[src/rtl/add_serial_sched.sv]
`timescale 1ns/1ps
// add_serial_sched
// Round-robin scheduler that shares one bit-serial adder among N_REQ requesters.
// It performs one operation at a time: arbitrate, latch the operands, pulse
// add_en, wait ADD_LAT cycles, capture add_out, then hold the result until it is
// accepted.
//
// Ports
//   clk        rising-edge clock
//   rst        asynchronous, active-low reset
//   req        per-requester request, held high until granted
//   req_a      operand A, requester i at [i*WIDTH +: WIDTH]
//   req_b      operand B, same packing
//   gnt        one-hot, one-cycle pulse: that requester's operands are taken
//   add_en     one-cycle start pulse to the adder
//   add_a      registered operand A to the adder
//   add_b      registered operand B to the adder
//   add_out    adder result, sampled on the last WAIT cycle
//   rsp_valid  result available
//   rsp_ready  consumer accepts the result when rsp_valid & rsp_ready
//   rsp_id     index of the requester that owns the result
//   rsp_sum    captured sum (mod 2^WIDTH)
//   busy       high in any state other than IDLE
//
// state  | meaning
// IDLE   | arbitrate; gnt pulses for the winner and its operands are latched
// LAUNCH | add_en high for this one cycle; the wait counter is cleared
// WAIT   | count adder latency; add_out is captured on the last count
// HOLD   | result presented until the rsp_valid/rsp_ready handshake
module add_serial_sched #(
    parameter int N_REQ   = 4,
    parameter int WIDTH   = 8,
    parameter int ADD_LAT = 10,
    localparam int IW     = (N_REQ > 1) ? $clog2(N_REQ) : 1,
    localparam int CW     = $clog2(ADD_LAT) + 1
) (
    input  logic                   clk,
    input  logic                   rst,
    input  logic [N_REQ-1:0]       req,
    input  logic [N_REQ*WIDTH-1:0] req_a,
    input  logic [N_REQ*WIDTH-1:0] req_b,
    output logic [N_REQ-1:0]       gnt,
    output logic                   add_en,
    output logic [WIDTH-1:0]       add_a,
    output logic [WIDTH-1:0]       add_b,
    input  logic [WIDTH-1:0]       add_out,
    output logic                   rsp_valid,
    input  logic                   rsp_ready,
    output logic [IW-1:0]          rsp_id,
    output logic [WIDTH-1:0]       rsp_sum,
    output logic                   busy
);

    typedef enum logic [1:0] {
        IDLE   = 2'd0,
        LAUNCH = 2'd1,
        WAIT   = 2'd2,
        HOLD   = 2'd3
    } state_t;

    state_t        state, state_nxt;
    logic [IW-1:0] ptr;
    logic [CW-1:0] cnt;
    logic          cnt_done;
    logic          win_found;
    logic [IW-1:0] win_idx;
    logic [IW-1:0] cand;

    assign cnt_done = (cnt == CW'(ADD_LAT - 1));

    // Search starts one past the last winner and wraps, so the first hit is the
    // round-robin winner.
    always_comb begin
        win_found = 1'b0;
        win_idx   = '0;
        cand      = ptr;
        for (int k = 0; k < N_REQ; k++) begin
            cand = (cand == IW'(N_REQ - 1)) ? '0 : cand + 1'b1;
            if (!win_found && req[cand]) begin
                win_found = 1'b1;
                win_idx   = cand;
            end
        end
    end

    // state register
    always_ff @(posedge clk or negedge rst) begin
        if (!rst) begin
            state <= IDLE;
        end else begin
            state <= state_nxt;
        end
    end

    // next-state logic
    always_comb begin
        state_nxt = state;
        case (state)
            IDLE:    if (win_found) state_nxt = LAUNCH;
            LAUNCH:  state_nxt = WAIT;
            WAIT:    if (cnt_done) state_nxt = HOLD;
            HOLD:    if (rsp_ready) state_nxt = IDLE;
            default: state_nxt = IDLE;
        endcase
    end

    // outputs
    always_comb begin
        gnt       = '0;
        add_en    = 1'b0;
        rsp_valid = 1'b0;
        busy      = (state != IDLE);
        case (state)
            IDLE:    if (win_found) gnt[win_idx] = 1'b1;
            LAUNCH:  add_en = 1'b1;
            HOLD:    rsp_valid = 1'b1;
            default: ;
        endcase
    end

    // Operands stay registered from the grant until the next grant, so they
    // are stable for the whole of LAUNCH and WAIT.
    always_ff @(posedge clk or negedge rst) begin
        if (!rst) begin
            add_a   <= '0;
            add_b   <= '0;
            rsp_id  <= '0;
            rsp_sum <= '0;
            cnt     <= '0;
            ptr     <= IW'(N_REQ - 1);
        end else begin
            case (state)
                IDLE: begin
                    if (win_found) begin
                        add_a  <= req_a[win_idx*WIDTH +: WIDTH];
                        add_b  <= req_b[win_idx*WIDTH +: WIDTH];
                        rsp_id <= win_idx;
                        ptr    <= win_idx;
                    end
                end
                LAUNCH: cnt <= '0;
                WAIT: begin
                    cnt <= cnt + 1'b1;
                    if (cnt_done) rsp_sum <= add_out;
                end
                default: ;
            endcase
        end
    end

endmodule

[config.mk]
export PLATFORM = sky130hd
export DESIGN_NAME = add_serial_sched
export DESIGN_NICKNAME = d
export VERILOG_FILES = /design/src/rtl/add_serial_sched.sv
export SDC_FILE = /design/constraint.sdc
export NUM_CORES = 1
export LEC_CHECK = 0
export CAP_MARGIN = 20
export CORE_MARGIN = 2
export CORE_UTILIZATION = 46
export DETAILED_ROUTE_END_ITERATION = 8
export GPL_ROUTABILITY_DRIVEN = 0
export PLACE_DENSITY = 0.84
export SETUP_SLACK_MARGIN = 0.2
export SLEW_MARGIN = 10
export SYNTH_ARGS = -nofsm -noshare
export SYNTH_HDL_FRONTEND = slang
export SYNTH_SLANG_ARGS = --single-unit
[constraint.sdc]
create_clock -name clk -period 13 [get_ports clk]
set_clock_uncertainty 0.15 [all_clocks]
set_input_delay 3.9 -clock clk [delete_from_list [all_inputs] [get_ports clk]]
set_output_delay 3.9 -clock clk [all_outputs]
set_load 0.02 [all_outputs]
=== Yosys cells after proc, flatten, opt, wreduce, memory -nomap -nowiden ===
Index checks and enable logic that the tools add are counted.

* $add $sub $neg: 5
* $lt $le $gt $ge: 6
* Eq/ne operators: 11
* Shift operators: 2
* Muxes and demuxes: 31
* Reductions and logical operators: 13

{| class="wikitable"
|+ Operators by type and width
! kind !! count
|-
| indexed part select 32 x 6 -> 8 bit || 2
|-
| 2-to-1 mux 2 bit || 11
|-
| < comparator 2 x 3 -> 1 bit (second input constant) || 5
|-
| == test 2 bit (second input constant) || 6
|-
| 2-to-1 mux 1 bit || 11
|-
| case mux 5 bit (2 select lines) || 1
|-
| adder 2 x 1 -> 2 bit (second input constant) || 4
|-
| binary-select mux 1 bit (select 2 bit) || 4
|-
| 2-to-1 mux 4 bit || 2
|-
| case mux 2 bit (4 select lines) || 1
|-
| inequality test 2 bit (second input constant) || 3
|-
| adder 5 x 1 -> 5 bit (second input constant) || 1
|-
| == test 5 x 4 -> 1 bit (second input constant) || 1
|-
| logical AND 1 bit || 4
|-
| AND reduction 2 bit || 2
|-
| nonzero test 2 bit || 2
|-
| logical NOT 1 bit || 3
|-
| AND reduction 3 bit || 1
|-
| demux 1 bit (select 2 bit) || 1
|-
| == test 2 x 1 -> 1 bit (second input constant) || 1
|-
| >= comparator 2 x 1 -> 1 bit (second input constant) || 1
|-
| logical NOT 2 bit || 1
|}

* Bits in registers: 35
* Bits of input ports: 79

=== Depth between registers and ports, before layout ===
* Word-level depth: 20
* Depth in mapped cells: 10
* Gate-level depth less buffers: 7

=== Least setup slack after synthesis ===
No wires, ideal clock.

* Kind: input-to-output
* Start: input port req[0]
* End: output port gnt[1]
* Data arrival time: 5.806 ns
* Path slack: 3.144 ns
* Stages on the path: 8
* Path buffers: 3
* Cells stage by stage: buf_2 -> nor3b_1 -> o221a_1 -> a311o_1 -> or2_1 -> buf_2 -> buf_4 -> nor3_1

* Cells in the longest elaborated chain, start to end: 18
* Elaborated cells on any way between the ends: 29
* Classes of those cells: order compare (2); mux (20); reduce/logical (7)

{| class="wikitable"
|+ Ends and longest elaborated chain
! what !! RTL line !! source
|-
| from (decl) || 39 || <nowiki>input logic [N_REQ-1:0] req,</nowiki>
|-
| binary-select mux 1 bit (select 2 bit) || 79 || <nowiki>if (!win_found && req[cand]) begin</nowiki>
|-
| 2-to-1 mux 1 bit (not written as such) || 79 ||
|-
| 2-to-1 mux 1 bit || 79 ||
|-
| logical NOT 1 bit || 79 ||
|-
| logical AND 1 bit || 79 ||
|-
| 2-to-1 mux 1 bit || 79 ||
|-
| logical NOT 1 bit || 79 ||
|-
| logical AND 1 bit || 79 ||
|-
| (+2 left out) || - ||
|-
| logical AND 1 bit || 79 ||
|-
| 2-to-1 mux 2 bit || 79 ||
|-
| < comparator 2 x 3 -> 1 bit (not written as such) or >= comparator 2 x 1 -> 1 bit (tied branches) || 114 || <nowiki>IDLE: if (win_found) gnt[win_idx] = 1'b1;</nowiki>
|-
| logical AND 1 bit (not written as such) || 114 ||
|-
| 2-to-1 mux 1 bit (not written as such) || 114 ||
|-
| demux 1 bit (select 2 bit) || 114 ||
|-
| 2-to-1 mux 4 bit * || 114 ||
|-
| 2-to-1 mux 4 bit * || 113 || <nowiki>case (state)</nowiki>
|-
| to (decl) || 42 || <nowiki>output logic [N_REQ-1:0] gnt,</nowiki>
|}

Mark *: on every way between the ends. The rest lies on a longest branch, timed or not. The select of a mux whose other input is x is not followed.

=== Final worst setup path ===
* Start: input port req[2]
* End: output port gnt[2]

The elaborated chain is that of the path after synthesis.

==> flow_summary.json <==
{
  "status": "completed",
  "avgSynthCellArea_sq_um": 8.75,
  "clk_pin_slew_ns": 0.07,
  "core_area_sq_mm": 0.00551,
  "cts-root-buf": "clkbuf_8",
  "cp.arrival_ns": 7.08,
  "die_h_microns": 79.4,
  "max_freq_ghz": 0.0898,
  "postCtsSetupRepairBufs": 0,
  "timing.rr.start": "ptr[0]$_DFFE_PN1P_",
  "ys.flop_type": "dfrtp_1",
  "pwr-share-clk_pct": 11.8,
  "crit_buf_inv": 3,
  "crit_type": "in2out",
  "hold_class": "reg2reg",
  "port_buffers": 111,
  "fin_crit_sh_pct": 85.6,
  "multi_input_area_sq_mm": 0.00146,
  "p_seq_share_pct": 20.6,
  "syn_nets": 385,
  "power.switching_w": 0.000408,
  "path_cells": "clkdlybuf4s50_1 -> nand2b_1 -> mux4_2 -> o221a_1 -> a211oi_4 -> buf_4 -> and3_1 -> clkdlybuf4s50_1",
  "htreeDepth": 2,
  "maxCapViolations": 0,
  "layout.cells.non_filler": 467,
  "clk_latency_ns": 0.29,
  "vias_per_cell": 5.48,
  "setup_tns_ns": 0,
  "peakVddDrop_uv": 214,
  "placed_cells": 459,
  "syn_inst": 299,
  "fin_nets": 480,
  "io_pins": 112,
  "netlist-cell-type-count": 47,
  "cts_tree": "built",
  "grt_overflow": 0,
  "grt_pass1_vias": 2522,
  "p_leak_nw": 1.76,
  "place_area_sq_mm": 0.00371,
  "num_antenna_cells": 0,
  "async_flop_share_pct": 100,
  "startpoint": "req[2]",
  "p_int_w": 0.000468,
  "cp.required_ns": 8.95,
  "firstDrtPassIters": 4,
  "crit_path_top_delay_cell": "clkdlybuf4s50_1",
  "switching_share_pct": 46.6,
  "min_from": "add_a[3]$_DFFE_PN0P_",
  "postRouteAntennaNets": 0,
  "rsz0062_at_grt": "no",
  "synth_enable_flop_cells": 0,
  "register_area_sq_um": 878,
  "num_vias": 2560,
  "cts_resized": 0,
  "period_needed_ns": 11.13,
  "die_w_microns": 79.4,
  "whs_ns": 0.337,
  "rrSetupSlack_ns": 9.56,
  "clk_path_buf_depth": 2,
  "ys_seq_area_share_pct": 33.6,
  "route.detailed.drc": 0,
  "end_kind": "output port",
  "grt_pass1_wl_microns": 11200,
  "drt-total-wl_microns": 7080,
  "die_area_sq_mm": 0.00631,
  "slowest_delay_ns": 0.68,
  "crit_path_max_fanout": 37,
  "drive_gt1_share_pct": 11.4,
  "tightest_slew_ns": 0.943,
  "pwr_density_cell_mw_per_mm2": 229,
  "ys_ff_latch": 35,
  "pwr-share-comb_pct": 67.7,
  "slew_violations": 0,
  "yosys_warnings": 0,
  "hold_viol_final": 0,
  "antenna_found_initial": 0,
  "holdBufCountCts": 0,
  "cts_buffers": 5,
  "syn_to_final_growth_pct": 46.2,
  "grt_max_degree": 40,
  "relSlewSlack_pct": 37.1,
  "cts_sinks": 35,
  "finalSetupViolations": 0,
  "drt-initial-drc-count": 194,
  "synth_area_sq_mm": 0.00262,
  "start_util_pct": 47.5,
  "startpoint_type": "input pin",
  "num_rows": 27,
  "cp_common_cell": "clkdlybuf4s50_1",
  "wl_per_cell_microns": 15.1,
  "globalRouteTotalUtil_pct": 22.3,
  "fillers": 450,
  "cpLargestDelayFamily": "buffers and inverters",
  "finish.instance_area_sq_mm": 0.00383,
  "place_hpwl_microns": 5110
}
==> worst register-to-register path, delay by kind of cell, from the launching register on <==
family | cells | cell delay [ns]
AOI/OAI and AO/OA | 5 | 1.21
DFF | 1 | 0.70
buffers and inverters | 2 | 0.66
adders and majority gates | 1 | 0.47
and+or+nand+nor | 1 | 0.17
==> through the flow <==
| stage | util, % | total power, W | worst slack, ns |
|---|---|---|---|
| floorplan | - | 0.000613 | 3.14 |
| global placement | 67.4 | 0.000758 | 1.97 |
| global route | 69.5 | 0.000946 | 1.73 |
| finish | 69.5 | 0.000876 | 1.87 |
| detailed placement | 67.4 | 0.000778 | 1.89 |
| CTS | 69.5 | 0.000883 | 1.87 |
==> synthesized netlist by cell type, types with 3 or more instances <==
| library cell | count | area share, % |
|---|---|---|
| a211oi_1 | 16 | 4.6 |
| dfrtp_1 | 33 | 32 |
| nor4_1 | 3 | 0.72 |
| buf_4 | 3 | 0.86 |
| mux2_2 | 8 | 3.4 |
| nand2b_1 | 6 | 1.4 |
| ha_1 | 7 | 3.3 |
| nor3_1 | 20 | 3.8 |
| a21o_1 | 5 | 1.4 |
| nand2_1 | 25 | 3.6 |
| buf_2 | 7 | 1.3 |
| clkbuf_1 | 15 | 2.2 |
| o31ai_2 | 16 | 7.6 |
| o21ai_0 | 23 | 4.4 |
| inv_1 | 38 | 5.4 |
| nand3_1 | 5 | 0.96 |
| nor2_1 | 8 | 1.1 |
| o211a_1 | 16 | 6.1 |
| nor2b_1 | 4 | 0.96 |
==> layout make-up <==
| class | instances | area share [%] |
|---|---|---|
| Sequential cell | 35 | 22.9 |
| Inverter | 40 | 3.92 |
| Clock inverter | 2 | 0.915 |
| Multi-Input combinational cell | 197 | 38.0 |
| Tap cell | 72 | 2.35 |
| Timing Repair Buffer | 115 | 29.7 |
| Clock buffer | 6 | 2.16 |
==> power by group through the flow <==
| stage | combinational, W | sequential [W] | clock [W] |
|---|---|---|---|
| 5_1_grt | 0.000650 | 0.000185 | 0.000111 |
| 4_1_cts | 0.000598 | 0.000180 | 0.000105 |
| 2_1_floorplan | 0.000403 | 0.000210 | 0 |
| 3_3_place_gp | 0.000578 | 0.000180 | 0 |
| 3_5_place_dp | 0.000596 | 0.000182 | 0 |
| 6_report | 0.000593 | 0.000180 | 0.000103 |
==> layer usage <==
layer | vias up | wire (microns) | global-route usage (%)
li1 | 1255 | - | -
met1 | 1200 | 3020 | 26.5
met2 | 97 | 3450 | 39.9
met3 | 8 | 534 | 6.33
met4 | 0 | 70 | 4.66
met5 | - | 0 | 0
==> layout by cell type, fill, tap and decap left out, types with 3 or more instances in the layout <==
master,n
a211oi_1,16
a21o_1,5
buf_4,4
clkbuf_8,6
clkdlybuf4s50_1,110
dfrtp_1,33
ha_1,7
inv_1,38
mux2_2,8
nand2_1,25
nand2b_1,5
nand3_1,5
nor2_1,8
nor2b_1,4
nor3_1,20
nor4_1,3
o211a_1,16
o21ai_0,23
o31ai_2,16
==> kinds of logic after synthesis <==
family	count (synthesis)	synth area share [%]
AOI/OAI and AO/OA	96	30.9
and+or+nand+nor	84	16.5
buffers and inverters	67	10.9
DFF	35	33.6
muxes	10	4.68
adders and majority gates	7	3.35
==> state kept, by name, summed over array words and instances (netlist names) <==
register,cells
rsp_id,2
state,2
cnt,5
add_a,8
rsp_sum,8
ptr,2
add_b,8
==> worst paths after layout <==
check | cells after the start | to
worst max register to register | 9 | add_a[1]$_DFFE_PN0P_
worst min register to register | 2 | add_a[3]$_DFFE_PN0P_
min in group asynchronous | 1 | add_b[2]$_DFFE_PN0P_
worst min-delay path | 2 | add_a[3]$_DFFE_PN0P_
worst max-delay path | 8 | gnt[2]
max in group asynchronous | 1 | add_a[2]$_DFFE_PN0P_
Power figures use the tool's default switching activity.
==> patch 1, RTL diff (config.mk and constraints unchanged) <==
Set the parameter `N_REQ` to 8 (it was 4).
--- a/src/rtl/add_serial_sched.sv
+++ b/src/rtl/add_serial_sched.sv
@@ -29,5 +29,5 @@
 // HOLD   | result presented until the rsp_valid/rsp_ready handshake
 module add_serial_sched #(
-    parameter int N_REQ   = 4,
+    parameter int N_REQ   = 8,
     parameter int WIDTH   = 8,
     parameter int ADD_LAT = 10,
Interface: changed (5 resized); port bits go from 112 to 185. The function was not compared with the original's and may differ.
==> patch 1 against the original RTL <==
  * Setup slack got worse by 1100 ps
  * Hold slack improved by 1.6 ps
  * First-iteration DRC count unchanged
  * Critical path type unchanged
  * Synthesized area increased by 44%
  * Synthesized cell count increased by 18%
  * Critical endpoint is now gnt[0]
  * Utilization increased by 1.2 points
  * Cell area increased by 49%
  * Wire length increased by 73%
  * Highest routed layer unchanged
  * Die area increased by 42%
  * Sequential cell count increased by 2
  * Critical path depth increased by 3
Power is not shown: default switching activity piles up to over one toggle a cycle in this logic, so the estimate is an artifact.
==> patch 1: results (changes against the original RTL) <==
[metrics] reg2reg setup slack: 7540 ps (-2020 ps)
[metrics] max_slew headroom: 0.278 (-0.0930)
[metrics] Post-Synth XOR/XNOR Area: 0.0305 (+0.0305)
[metrics] via count: 3577 (+40%)
[metrics] minimum setup slack after placement: 893 ps (-993 ps)
[metrics] share of synthesized cell area in full adder, half adder and majority cells: 0.0397 (+0.00627)
[metrics] logic depth of the worst register-to-register path: 13 (+4)
[metrics] first-pass detailed-route iteration total: 4 (unchanged)
[metrics] initial antenna violation count: 0 (unchanged)
[metrics] post-layout minimum cycle time: 12210 ps (+1080 ps)
[metrics] Post-DP HPWL: 9.87 mm (+93%)
[metrics] Cell variety after synth: 64 (+36%)
[metrics] start point of the worst hold path: cnt[4]
[metrics] sequential cell area fraction in the yosys report: 0.246 (-0.0895)
[metrics] arrival time of the worst setup path: 8160 ps (+1080 ps)
[metrics] worst hold path stage count: 1 (-1)
[metrics] run status: finished clean
[metrics] Routed Wire Length: 12.2 mm (+73%)
[metrics] maximum cell stage delay along the critical path: 630 ps (-50 ps)
[metrics] count of nets after finishing: 684 (+43%)
[metrics] maximum count of clock buffers along a single path: 2 (unchanged)
[metrics] FF-to-FF End: add_b[6]
[metrics] global routing usage summed across all routing layers: 0.267 (+0.0446)
[metrics] cell types with the highest counts after synthesis: 68 x sky130_fd_sc_hd__mux2i_1, 34 x sky130_fd_sc_hd__dfrtp_1, 27 x sky130_fd_sc_hd__mux2_2, 21 x sky130_fd_sc_hd__nand2_1, 19 x sky130_fd_sc_hd__nor2_1
[metrics] number of global-route vias before repair: 3689 (+46%)
[metrics] Port Buffer Count: 184 (+66%)
[metrics] share of cell area taken by muxes after synthesis: 0.359 (+0.312)
[metrics] Hold Path Sink: cnt[4]
[metrics] complex-gate fraction of the synthesized area: 0.171 (-0.139)
[metrics] pin count of the biggest net entering global routing: 47 (+18%)
[metrics] worst hold margin: 338 ps (+1.65 ps)
[metrics] share of post-route cells with drive strength above 1: 0.150 (+0.0363)
[metrics] syn_nets: 512 (+33%)
[metrics] dominant cells by area after synthesis: sky130_fd_sc_hd__dfrtp_1 23%, sky130_fd_sc_hd__mux2i_1 18%, sky130_fd_sc_hd__mux2_2 8.0%, sky130_fd_sc_hd__mux2_4 4.8%, sky130_fd_sc_hd__ha_1 4.0%
[metrics] largest fanout on the critical path: 17 (-54%)
[metrics] global-route wire length before repair: 18.6 mm (+66%)
## patch 1: how the worst max path moves through the flow
stage,endpoint,depth (start not counted),startpoint
finish,gnt[0],11,req[3]
global route,gnt[0],11,req[7]
CTS,gnt[0],11,req[3]
detailed placement,gnt[0],11,req[3]
global placement,gnt[2],11,req[3]
floorplan,gnt[0],10,req[7]
## patch 1: cells by family after synthesis
family | count (synthesis)
and+or+nand+nor | 68
xor gates and xnor gates | 9
DFF | 37
AOI/OAI and AO/OA | 74
buffers and inverters | 33
muxes | 120
adders and majority gates | 12
## patch 1: worst register-to-register path: cells and delay by family, from the launching register on
kind                       cells  cell delay (ps)
AOI/OAI and AO/OA              3              500
muxes                          4             1620
adders and majority gates      1              870
buffers and inverters          2              560
DFF                            1              580
and+or+nand+nor                3             1080
## patch 1: metrics by stage
step	util	std cells	area, um^2
finish	0.707	631	5720
global route	0.707	631	5720
CTS	0.707	631	5720
detailed placement	0.692	623	5600
global placement	0.692	623	5600
floorplan	-	353	3780
## patch 1: layout make-up
class	count	area, um^2
Clock buffer	6	82.6
Multi-Input combinational cell	283	2640
Timing Repair Buffer	188	1870
Inverter	10	37.5
Fill cell	629	2370
Sequential cell	37	930
Clock inverter	2	37.5
Tap cell	105	131
## patch 1: routing by layer
| layer | vias to the layer above | part of all wire | global-route usage |
|---|---|---|---|
| met5 | - | 0 | 0 |
| met4 | 0 | 0.029 | 0.0882 |
| li1 | 1681 | - | - |
| met1 | 1705 | 0.38 | 0.318 |
| met2 | 166 | 0.52 | 0.482 |
| met3 | 25 | 0.069 | 0.0519 |
==> patch 2, RTL diff (same flow settings) <==
Without the edit above. The 4 states of `state_t` get a one-hot encoding in 4 bits.
--- a/src/rtl/add_serial_sched.sv
+++ b/src/rtl/add_serial_sched.sv
@@ -52,9 +52,9 @@
 );
 
-    typedef enum logic [1:0] {
-        IDLE   = 2'd0,
-        LAUNCH = 2'd1,
-        WAIT   = 2'd2,
-        HOLD   = 2'd3
+    typedef enum logic [3:0] {
+        IDLE   = 4'b0001,
+        LAUNCH = 4'b0010,
+        WAIT   = 4'b0100,
+        HOLD   = 4'b1000
     } state_t;
 
Check against the original RTL: same outputs for any inputs over 10 cycles, from zero or initial values and one cycle with rst low; not proved beyond that.
==> patch 2 against the original RTL <==
  * Fmax rose by 5.9%
  * Sequential cell count rose by 2
  * Setup slack improved by 620 ps
  * Combinational power fell by 35%
  * Sequential power rose by 6%
  * Power fell by 23%
  * Utilization rose by 6.9 points
  * Via count fell by 20%
  * Critical path depth fell by 1
  * Synthesized area fell by 19%
  * Wire length fell by 18%
  * Cell area fell by 12%
  * Final cell count fell by 22%
  * Critical path type unchanged
  * Largest cell class is now buffers
  * Highest routed layer unchanged
==> patch 2: results (changes against the original RTL) <==
[metrics] arrival time of the worst setup path: 6460 ps (-620 ps)
[metrics] Signal buf overhead: 0.332 (+0.0355)
[metrics] Yosys reg bits: 37 (+5.7%)
[metrics] Filler Cell Count: 313 (-30%)
[metrics] cell types with the highest counts after synthesis: 34 x sky130_fd_sc_hd__dfrtp_1, 22 x sky130_fd_sc_hd__nor2_1, 18 x sky130_fd_sc_hd__and3_1
[metrics] share of cell area taken by muxes after synthesis: 0.118 (+0.0712)
[metrics] pin count of the biggest net entering global routing: 38 (-5.0%)
[metrics] transition time at the pin with the least slew margin: 936 ps (-6.40 ps)
[metrics] number of global-route vias before repair: 2093 (-17%)
[metrics] complex-gate fraction of the synthesized area: 0.185 (-0.125)
[metrics] Clock power frac: 0.151 (+0.033)
[metrics] seq pwr: 0.190 mW (+6%)
[metrics] Pint: 0.396 mW (-15%)
[metrics] logic depth of the worst register-to-register path: 6 (-3)
[metrics] Non-clk invs: 5 (-88%)
[metrics] run status: finished clean
[metrics] sequential cell area fraction in the yosys report: 0.439 (+0.103)
[metrics] P_leak: 1.42 nW (-19%)
[metrics] FF-to-FF End: add_b[2]
[metrics] maximum cell stage delay along the critical path: 720 ps (+40 ps)
[metrics] clk tree area frac: 0.0358 (+0.00512)
[metrics] Routed Wire Length: 5.79 mm (-18%)
[metrics] share of post-route cells with drive strength above 1: 0.112 (-0.00210)
[metrics] syn_nets: 287 (-25%)
[metrics] startpoint of the most critical setup path: req[3]
patch 2: changes by cell type after synthesis, sizes merged, moves of 5 or more:
cell	unedited run	this run
a221oi	2	16
and3	2	18
clkbuf	15	4
inv	40	4
mux2i	1	16
nand2	25	16
nand2b	6	1
nor2	8	22
nor3	20	2
o211a	16	0
o21ai	23	11
o31ai	18	0
patch 2: routing by layer:
metal,up-vias,part of all wire,global-route usage,routed length (um)
li1,982,-,-,-
met4,0,0.019,0.0776,108
met2,90,0.51,0.419,2950
met1,960,0.40,0.288,2330
met5,-,0,0,0
met3,8,0.069,0.0520,399
patch 2: cell families (layout without fill, tap and decap cells):
family,after synthesis,count (layout)
AOI/OAI and AO/OA,48,48
adders and majority gates,3,3
DFF,37,37
and+or+nand+nor,74,74
muxes,24,24
xor gates and xnor gates,2,2
buffers and inverters,17,125
patch 2: through the flow:
step | cells | instance area, um^2 | hold WS, ps | total power [mW]
3_3_place_gp | 356 | 3220 | 304 | 0.568
4_1_cts | 364 | 3340 | 317 | 0.680
5_1_grt | 365 | 3350 | 346 | 0.723
2_1_floorplan | 205 | 2120 | 291 | 0.441
6_report | 365 | 3350 | 318 | 0.678
3_5_place_dp | 356 | 3220 | 306 | 0.575
patch 2: how the worst min path moves through the flow:
stage                 from  slack (ps)  cells past startpoint     end
CTS                 ptr[1]         320                      2  ptr[1]
global placement    ptr[1]         300                      2  ptr[1]
floorplan           ptr[1]         290                      2  ptr[1]
finish              ptr[1]         320                      2  ptr[1]
detailed placement  ptr[1]         310                      2  ptr[1]
global route        ptr[1]         350                      2  ptr[1]
